**config.mk**
```make
export PLATFORM = sky130hd
export DESIGN_NAME = canvas_stream_reader
export DESIGN_NICKNAME = d
export VERILOG_FILES = /design/src/rtl/canvas_pkg.sv /design/src/rtl/pix_fifo2.sv /design/src/rtl/canvas_stream_reader.sv
export SDC_FILE = /design/constraint.sdc
export NUM_CORES = 1
export LEC_CHECK = 0
export BUFFER_PORTS_ARGS = -buffer_cell sky130_fd_sc_hd__buf_2
export CORE_MARGIN = 2
export CORE_UTILIZATION = 59
export CTS_BUF_LIST = sky130_fd_sc_hd__clkbuf_16
export CTS_CLUSTER_SIZE = 30
export DETAILED_ROUTE_END_ITERATION = 8
export GPL_TIMING_DRIVEN = 0
export PLACE_DENSITY = 0.8
export RECOVER_POWER = 25
export SYNTH_ARGS = -nofsm -noshare
export SYNTH_HDL_FRONTEND = slang
export SYNTH_HIERARCHICAL = 1
export SYNTH_SLANG_ARGS = --single-unit
```
**constraint.sdc**
```tcl
create_clock -name CLOCK_50 -period 3.6 [get_ports CLOCK_50]
set_clock_uncertainty 0.2 [all_clocks]
set_input_delay 0.72 -clock CLOCK_50 [delete_from_list [all_inputs] [get_ports CLOCK_50]]
set_output_delay 0.72 -clock CLOCK_50 [all_outputs]
set_load 0.05 [all_outputs]
```
**src/rtl/canvas_pkg.sv**
```systemverilog
// canvas_pkg: shared constants, beat payload and scan FSM state for the
// canvas read-back path.
//   GRID_SIZE/NPIX/ADDR_W : canvas geometry and address width
//   PIX_ON/PIX_OFF        : activation values for set / clear cells
//   pix_beat_t            : one streamed pixel {data, x, y, last}
//   scan_state_t          : canvas_stream_reader FSM states
package canvas_pkg;

    localparam int unsigned GRID_SIZE = 28;
    localparam int unsigned NPIX      = GRID_SIZE * GRID_SIZE;
    localparam int unsigned ADDR_W    = 10;
    localparam int unsigned XY_W      = 5;
    localparam int unsigned PIX_W     = 8;

    localparam logic [PIX_W-1:0] PIX_ON  = 8'd255;
    localparam logic [PIX_W-1:0] PIX_OFF = 8'd0;

    typedef struct packed {
        logic [PIX_W-1:0] data;
        logic [XY_W-1:0]  x;
        logic [XY_W-1:0]  y;
        logic             last;
    } pix_beat_t;

    typedef enum logic [1:0] {
        ST_IDLE  = 2'd0,
        ST_SCAN  = 2'd1,
        ST_DRAIN = 2'd2,
        ST_DONE  = 2'd3
    } scan_state_t;

    // True for the bottom-right cell, which carries the last flag.
    function automatic logic is_last_cell(input logic [XY_W-1:0] x, input logic [XY_W-1:0] y);
        return (x == XY_W'(GRID_SIZE - 1)) && (y == XY_W'(GRID_SIZE - 1));
    endfunction

endpackage

```
**src/rtl/pix_fifo2.sv**
```systemverilog
// pix_fifo2: 2-deep first-word-fall-through FIFO of pix_beat_t.
//   clk, reset : clock and synchronous active-high reset (flushes contents)
//   push, din  : write a beat; dropped if full with no simultaneous pop
//   pop        : remove the head; ignored when empty
//   dout       : current head (valid while count != 0)
//   count      : number of stored beats, 0..2
module pix_fifo2
    import canvas_pkg::*;
(
    input  logic      clk,
    input  logic      reset,
    input  logic      push,
    input  pix_beat_t din,
    input  logic      pop,
    output pix_beat_t dout,
    output logic [1:0] count
);

    pix_beat_t  mem_q [2];
    pix_beat_t  mem_d [2];
    logic       wr_ptr_q, wr_ptr_d;
    logic       rd_ptr_q, rd_ptr_d;
    logic [1:0] count_q, count_d;
    logic       do_push, do_pop;

    // Full FIFO still accepts a push when the head leaves in the same cycle.
    always_comb begin : next_state
        do_pop   = pop && (count_q != 2'd0);
        do_push  = push && ((count_q != 2'd2) || do_pop);
        mem_d    = mem_q;
        wr_ptr_d = wr_ptr_q;
        rd_ptr_d = rd_ptr_q;
        if (do_push) begin
            mem_d[wr_ptr_q] = din;
            wr_ptr_d        = ~wr_ptr_q;
        end
        if (do_pop) begin
            rd_ptr_d = ~rd_ptr_q;
        end
        count_d = 2'(count_q + 2'(do_push) - 2'(do_pop));
    end

    always_ff @(posedge clk) begin : regs
        if (reset) begin
            mem_q    <= '{default: '0};
            wr_ptr_q <= 1'b0;
            rd_ptr_q <= 1'b0;
            count_q  <= 2'd0;
        end else begin
            mem_q    <= mem_d;
            wr_ptr_q <= wr_ptr_d;
            rd_ptr_q <= rd_ptr_d;
            count_q  <= count_d;
        end
    end

    assign dout  = mem_q[rd_ptr_q];
    assign count = count_q;

endmodule

```
**src/rtl/canvas_stream_reader.sv**
```systemverilog
// canvas_stream_reader: scans the 28x28 1-bit canvas in raster order through
// its synchronous read port and streams each cell as an 8-bit activation.
//   CLOCK_50, reset     : clock, synchronous active-high reset
//   start               : 1-cycle scan request, ignored unless idle
//   rd_addr/rd_en       : canvas read port, rd_data returns one cycle later
//   pix_valid/pix_ready : stream handshake
//   pix_data/x/y/last   : current beat (FIFO head)
//   busy                : scan in progress (canvas writes frozen)
//   done                : 1-cycle pulse after the last beat is accepted
module canvas_stream_reader
    import canvas_pkg::*;
(
    input  logic              CLOCK_50,
    input  logic              reset,
    input  logic              start,
    output logic [ADDR_W-1:0] rd_addr,
    output logic              rd_en,
    input  logic              rd_data,
    output logic              pix_valid,
    input  logic              pix_ready,
    output logic [PIX_W-1:0]  pix_data,
    output logic [XY_W-1:0]   pix_x,
    output logic [XY_W-1:0]   pix_y,
    output logic              pix_last,
    output logic              busy,
    output logic              done
);

    scan_state_t       state_q, state_d;
    logic [ADDR_W-1:0] rd_ptr_q, rd_ptr_d;
    logic              infl_q, infl_d;
    logic [XY_W-1:0]   wr_x_q, wr_x_d;
    logic [XY_W-1:0]   wr_y_q, wr_y_d;
    logic              busy_q, busy_d;
    logic              done_q, done_d;

    pix_beat_t  push_beat;
    pix_beat_t  head;
    logic [1:0] fifo_count;
    logic       push, pop;
    logic [2:0] occupancy;
    logic       credit_ok;

    // The read issued last cycle lands in the FIFO at this edge.
    assign push = infl_q;
    assign pop  = pix_valid && pix_ready;

    always_comb begin : beat_build
        push_beat.data = rd_data ? PIX_ON : PIX_OFF;
        push_beat.x    = wr_x_q;
        push_beat.y    = wr_y_q;
        push_beat.last = is_last_cell(wr_x_q, wr_y_q);
    end

    // A new read lands one edge later; after this cycle's pop and the
    // in-flight push there must still be a free slot for it.
    assign occupancy = 3'(fifo_count) + 3'(infl_q) - 3'(pop);
    assign credit_ok = (occupancy < 3'd2);

    always_comb begin : next_state
        state_d  = state_q;
        rd_ptr_d = rd_ptr_q;
        wr_x_d   = wr_x_q;
        wr_y_d   = wr_y_q;
        rd_en    = 1'b0;

        // Beat coordinates advance per push; y saturates on the last row.
        if (push) begin
            if (wr_x_q == XY_W'(GRID_SIZE - 1)) begin
                wr_x_d = '0;
                if (wr_y_q != XY_W'(GRID_SIZE - 1)) begin
                    wr_y_d = wr_y_q + XY_W'(1);
                end
            end else begin
                wr_x_d = wr_x_q + XY_W'(1);
            end
        end

        case (state_q)
            ST_IDLE: begin
                if (start) begin
                    state_d  = ST_SCAN;
                    rd_ptr_d = '0;
                    wr_x_d   = '0;
                    wr_y_d   = '0;
                end
            end
            ST_SCAN: begin
                if (credit_ok) begin
                    rd_en = 1'b1;
                    if (rd_ptr_q == ADDR_W'(NPIX - 1)) begin
                        state_d = ST_DRAIN;
                    end else begin
                        rd_ptr_d = rd_ptr_q + ADDR_W'(1);
                    end
                end
            end
            ST_DRAIN: begin
                if (pop && head.last) begin
                    state_d = ST_DONE;
                end
            end
            ST_DONE: begin
                state_d = ST_IDLE;
            end
            default: begin
                state_d = ST_IDLE;
            end
        endcase

        infl_d = rd_en;
        busy_d = (state_d == ST_SCAN) || (state_d == ST_DRAIN);
        done_d = (state_d == ST_DONE);
    end

    always_ff @(posedge CLOCK_50) begin : regs
        if (reset) begin
            state_q  <= ST_IDLE;
            rd_ptr_q <= '0;
            infl_q   <= 1'b0;
            wr_x_q   <= '0;
            wr_y_q   <= '0;
            busy_q   <= 1'b0;
            done_q   <= 1'b0;
        end else begin
            state_q  <= state_d;
            rd_ptr_q <= rd_ptr_d;
            infl_q   <= infl_d;
            wr_x_q   <= wr_x_d;
            wr_y_q   <= wr_y_d;
            busy_q   <= busy_d;
            done_q   <= done_d;
        end
    end

    pix_fifo2 u_fifo (
        .clk   (CLOCK_50),
        .reset (reset),
        .push  (push),
        .din   (push_beat),
        .pop   (pop),
        .dout  (head),
        .count (fifo_count)
    );

    assign rd_addr   = rd_ptr_q;
    assign pix_valid = (fifo_count != 2'd0);
    assign pix_data  = head.data;
    assign pix_x     = head.x;
    assign pix_y     = head.y;
    assign pix_last  = head.last;
    assign busy      = busy_q;
    assign done      = done_q;

endmodule
```
Word level (Yosys, flattened, before mapping)
Index checks and enable logic that the tools add are counted.
W data, S select, Z words.
- register bits after elaboration: 67
- bits of input ports: 5
- output and inout bits: 33
- word-level logic and storage cells: 86
- $add $sub $neg: 7
- order comparisons: 4
- equality and inequality tests: 14
- multiplexer cells: 27
- bitwise gates (word level): 4
- reduce and logical (&&, ||, !) cells: 12
- operator list (cell ; number):
    $mux W19 ; 4
    $mux W5 ; 9
    $bwmux W38 ; 1
    $mux W10 ; 3
    $pmux W10 S2 ; 1
    $demux W19 S1 ; 1
    $add A10 B1 Y10 const B ; 1
    $add A5 B1 Y5 const B ; 2
    $eq A10 B10 Y1 const B ; 1
    $eq A5 B5 Y1 const B ; 2
    $eq A2 B2 Y1 const B ; 4
    $mux W2 ; 4
    $mux W8 ; 1
    $ne A2 B2 Y1 const B ; 4
    $pmux W2 S4 ; 1
    $logic_and A1 B1 Y1 ; 6
    $ne A5 B5 Y1 const B ; 1
    $eq A2 B1 Y1 const B ; 2
    $ge A2 B2 Y1 const B ; 2
    $not A1 Y2 ; 2
    $reduce_and A4 Y1 ; 1
    $reduce_bool A2 Y1 ; 2
    $add A2 B1 Y3 ; 1
    $lt A3 B2 Y1 const B ; 1
    8 further kinds ; 11

Longest topological paths before layout
- depth in word-level cells: 9
- gate-level depth with buffers: 11
- mapped depth without buffers: 11

Cells and area by module
Netlist, hierarchy kept.
- by module, submodules not included (module ; instances ; cells an instance ; area each (um2) ; sequential area each (um2)):
    pix_fifo2 ; 1 ; 212 ; 2010.7 ; 840.8
    canvas_stream_reader ; 1 ; 153 ; 1363.8 ; 500.5

Worst setup path after synthesis
OpenSTA, ideal clock, no wires.
- path kind: register -> output
- start: register u_fifo.count_q[1], in the netlist u_fifo/count[1]
- end: output port rd_en
- data arrival time: 2.714 ns
- required time: 2.680 ns
- setup slack: -0.034 ns
- stages on the path, launching flop included: 9
- path buffers: 0
- path through: dfxtp_1 > or2_2 > and2_1 > nor2b_1 > o21ai_0 > fa_1 > xnor2_2 > nand2_1 > nor2_1
- cells in the longest elaborated chain, start to end: 6
- elaborated cells on any way between the ends: 7
- those cells by class: 2 x add/sub; 1 x order compare; 2 x mux; 2 x reduce/logical
- ends and longest elaborated chain (what ; RTL line ; source):
    start, declared ; pix_fifo2.sv:23 ; logic [1:0] count_q, count_d;
    start signal, assigned ; pix_fifo2.sv:53 ; count_q <= count_d;
    $reduce_bool A2 Y1 ; canvas_stream_reader.sv:147 ; assign pix_valid = (fifo_count != 2'd0);
    net pix_valid ; canvas_stream_reader.sv:19 ; output logic pix_valid,
    $logic_and A1 B1 Y1 ; canvas_stream_reader.sv:46 ; assign pop = pix_valid && pix_ready;
    net pop ; canvas_stream_reader.sv:40 ; logic push, pop;
    $sub A3 B1 Y3 ; canvas_stream_reader.sv:57 ; assign occupancy = 3'(fifo_count) + 3'(infl_q) - 3'(pop);
    $lt A3 B2 Y1 ; canvas_stream_reader.sv:58 ; assign credit_ok = (occupancy < 3'd2);
    $mux W1 ; canvas_stream_reader.sv:89 ; if (credit_ok) begin
    $mux W1 ; canvas_stream_reader.sv:79 ; case (state_q)
    end, declared ; canvas_stream_reader.sv:17 ; output logic rd_en,
The timed path passes the listed nets, and every way through them passes these cells.

Worst setup path after layout
- start: register u_fifo.count_q[1], in the netlist u_fifo/count[1]
- end: output port rd_en
- cells in the longest elaborated chain, start to end: 6
- elaborated cells on any way between the ends: 7
- those cells by class: 2 x add/sub; 1 x order compare; 2 x mux; 2 x reduce/logical
- ends and longest elaborated chain (what ; RTL line):
    $reduce_bool A2 Y1 ; canvas_stream_reader.sv:147
    $logic_and A1 B1 Y1 ; canvas_stream_reader.sv:46
    net pop ; canvas_stream_reader.sv:40
    $sub A3 B1 Y3 ; canvas_stream_reader.sv:57
    $lt A3 B2 Y1 ; canvas_stream_reader.sv:58
    $mux W1 ; canvas_stream_reader.sv:89
    $mux W1 ; canvas_stream_reader.sv:79
The timed path passes the listed nets, and every way through them passes these cells.

==> out/metrics.cfg <==
[status]
status = completed

[cells_and_area]
antenna_cells = 0
layout.nets = 426
multi_input_comb_area_mm2 = 0.00188
seqCellArea_mm2 = 0.00134
instances_no_fill = 490
final_area_mm2 = 0.00392
drive_above_1_share_pct = 17.0
syn_to_final_growth_pct = 16.0
fill_cells = 434

[global_route]
grt_most_used_layer = met2
overflow = 0
first_global_vias = 2684
gr-usage-met3_pct = 5.77
use_met1_pct = 35.1
grt_max_degree = 14
grt_use_met2_pct = 42.8
grtUsageTotal_pct = 26.9
grt_first_pass_wirelength_um = 13000
antenna_found_initial = 0

[cts]
cts-hold-fix-buffers = 0
htreeDepth = 3
numCtsBuffers = 9
tritoncts = built
clock_sinks = 67
root_buffer = clkbuf_16
cts.clk_slew.worst_paths_ns = 0.06
ctsLongestPathBuffers = 2
clk_latency_ns = 0.33

[floorplan]
start_util_pct = 61.3
coreArea_mm2 = 0.00551
dieArea_mm2 = 0.00634
io_pins = 38
die_w_um = 79.6
die_h_um = 79.6
rows = 27

[job]
max-cap-violations = 0

[synthesis]
yosysTopAreaCell = dfxtp_1
yosys.area_share.adder_pct = 2.82
syn_nets = 377
yosysSeqAreaShare_pct = 39.7
synth_top_family_by_area = simple AND/OR/NAND/NOR gates
synth_xor_area_share_pct = 2.04
synthMuxAreaShare_pct = 14.6
synth-warning-count = 6
synthSimpleGateAreaFrac_pct = 26.3
syn-mean-instance-area_um2 = 9.25
synth.area.top_cells = dfxtp_1 (40%), mux2i_1 (8.3%), nand2b_1 (7.6%)
yosysMostFrequentCell = dfxtp_1
synth_compound_area_share_pct = 10.5
synth_top_cell_area_share_pct = 39.7
synth_ff_type = dfxtp_1
ys_seq_elements = 67
netlist_area_mm2 = 0.00337
ys_types = 46
synth_edf_count = 0
synth_cells = 365
synthTopCellsByCount = dfxtp_1 (67), nand2b_1 (41), o21ai_0 (41)
synthArstFlopShare_pct = 0

[detailed_routing]
drt_first_pass_iters = 4
drtIter0Drc = 218
wl_per_cell_um = 15.8
vias = 2774
vias_per_cell = 5.66
drc_errors = 0
wl_um = 7770
ant_nets = 0

[setup_path]
path_max_fanout = 8
endpoint_kind = output pin
cp-start-kind = flip-flop
r2r_cells = 11
rrSetupSlack_ns = 0.37
rr_startpoint = u_fifo/count[1]$_SDFF_PP0_
critPathArrivalTime_ns = 2.55
cp.required_ns = 2.68
critical_path_class = flip-flop to output pin
rr_endpoint = rd_addr[7]$_SDFFE_PP0P_

[sta]
finalMaxSlewViolations = 0
finalCritPeriodShare_pct = 96.5
setup_viol = 0
fmax_mhz = 288
hold_violations = 0
worst_slew_pin_slew_ns = 1.13
period_minus_slack_ns = 3.47
slew_headroom_pct = 24.5
worst_hold_slack_ns = 0.272

[power]
power.total_w = 0.00185
power.leakage_nw = 1.50
ir_worst_vdd_v = 0.000319
p_per_area_mw_per_mm2 = 472

[min_path]
hold_class = flip-flop to flip-flop
min_to = u_fifo/mem_q[3]$_SDFFE_PP0P_
min_from = u_fifo/mem_q[3]$_SDFFE_PP0P_
hold_path_depth = 2

[placed_design]
gp_congestion = 0.863
dpl.cell_count = 474
hpwl_um = 5140
dpl_cell_area_mm2 = 0.00365
portBuffers = 37

-- where the power goes --
part / internal (W) / switching [W] / leakage, nW
registers: 0.000760 / 0.0000165 / 0.542
logic: 0.0000817 / 0.000153 / 0.829
clock network: 0.000525 / 0.000311 / 0.132
-- per-layer routing --
metal / vias to the layer above / wire length, um
met3: 11 / 318
li1: 1379 / -
met5: - / 0
met1: 1327 / 3590
met2: 57 / 3730
met4: 0 / 127
-- through the flow --
| stage | TNS (ns) | util [%] | setup WS (ns) |
|---|---|---|---|
| floorplan | 0 | - | 0.183 |
| global placement | 0 | 66.3 | 0.173 |
| detailed placement | 0 | 66.3 | 0.125 |
| CTS | 0 | 71.5 | 0.0368 |
| global route | -0.0168 | 71.1 | -0.0168 |
| finish | 0 | 71.1 | 0.125 |
-- placed cells by master (no fill, tap or decap), types with 6 or more instances in the layout --
master and n:
dfxtp_1 65, o21ai_0 41, nand2b_1 41, clkbuf_1 30, mux2i_1 28, nor2b_1 24
buf_2 23, mux2_2 19, nand2_1 15, nor2_1 14, a21oi_1 10, nand3_1 9
clkbuf_16 9, or3_1 6, ha_1 6
-- critical path, cell delays in order, from the launching register on --
cell	delay, ns
dfxtp_2	0.43
or2_2	0.15
and2_1	0.22
nor2b_2	0.23
o21ai_0	0.15
fa_1	0.46
xnor2_2	0.19
nand2_1	0.10
nor2_2	0.10
buf_4	0.20
-- how the worst max path moves through the flow --
stage | from | end | slack, ns | cells after the start
after floorplan | u_fifo/count[1]$_SDFF_PP0_ | rd_en | 0.18 | 8
after CTS | u_fifo/count[0]$_SDFF_PP0_ | rd_en | 0.04 | 9
after global routing | u_fifo/count[1]$_SDFF_PP0_ | rd_en | -0.02 | 9
after global placement | pix_ready | rd_en | 0.17 | 9
after detailed placement | pix_ready | rd_en | 0.13 | 9
final | u_fifo/count[1]$_SDFF_PP0_ | rd_en | 0.13 | 9
-- flip-flops by register name, indices dropped and copies added (netlist names) --
name	cells
infl_q	1
wr_x_q	5
u_fifo/count	2
done	1
u_fifo/wr_ptr_q	1
u_fifo/mem_q	38
u_fifo/rd_ptr_q	1
wr_y_q	5
rd_addr	10
busy	1
state_q	2
-- logic make-up after synthesis --
kind of cell	Yosys count
adder cells (fa/ha/maj)	7
AND/OR/NAND/NOR	148
XOR/XNOR	7
AO/OA/AOI/OAI	63
flip-flops	67
buffers and inverters	26
multiplexers	47
-- layout make-up --
type | instances | area share, %
flip-flops and latches | 67 | 34.3
plain buffers | 22 | 3.07
clock buffers | 9 | 5.75
multi-input cells | 272 | 48.1
inverters | 4 | 0.384
well taps | 72 | 2.30
clock inverters | 6 | 1.47
repair buffers | 38 | 4.57
-- timing repair --
action,4_1_cts,5_1_grt
gates resized for setup,2,2
endpoints found under the setup margin,1,1
pin swaps,0,1
buffers inserted,0,1
(Power assumes the default switching activity.)
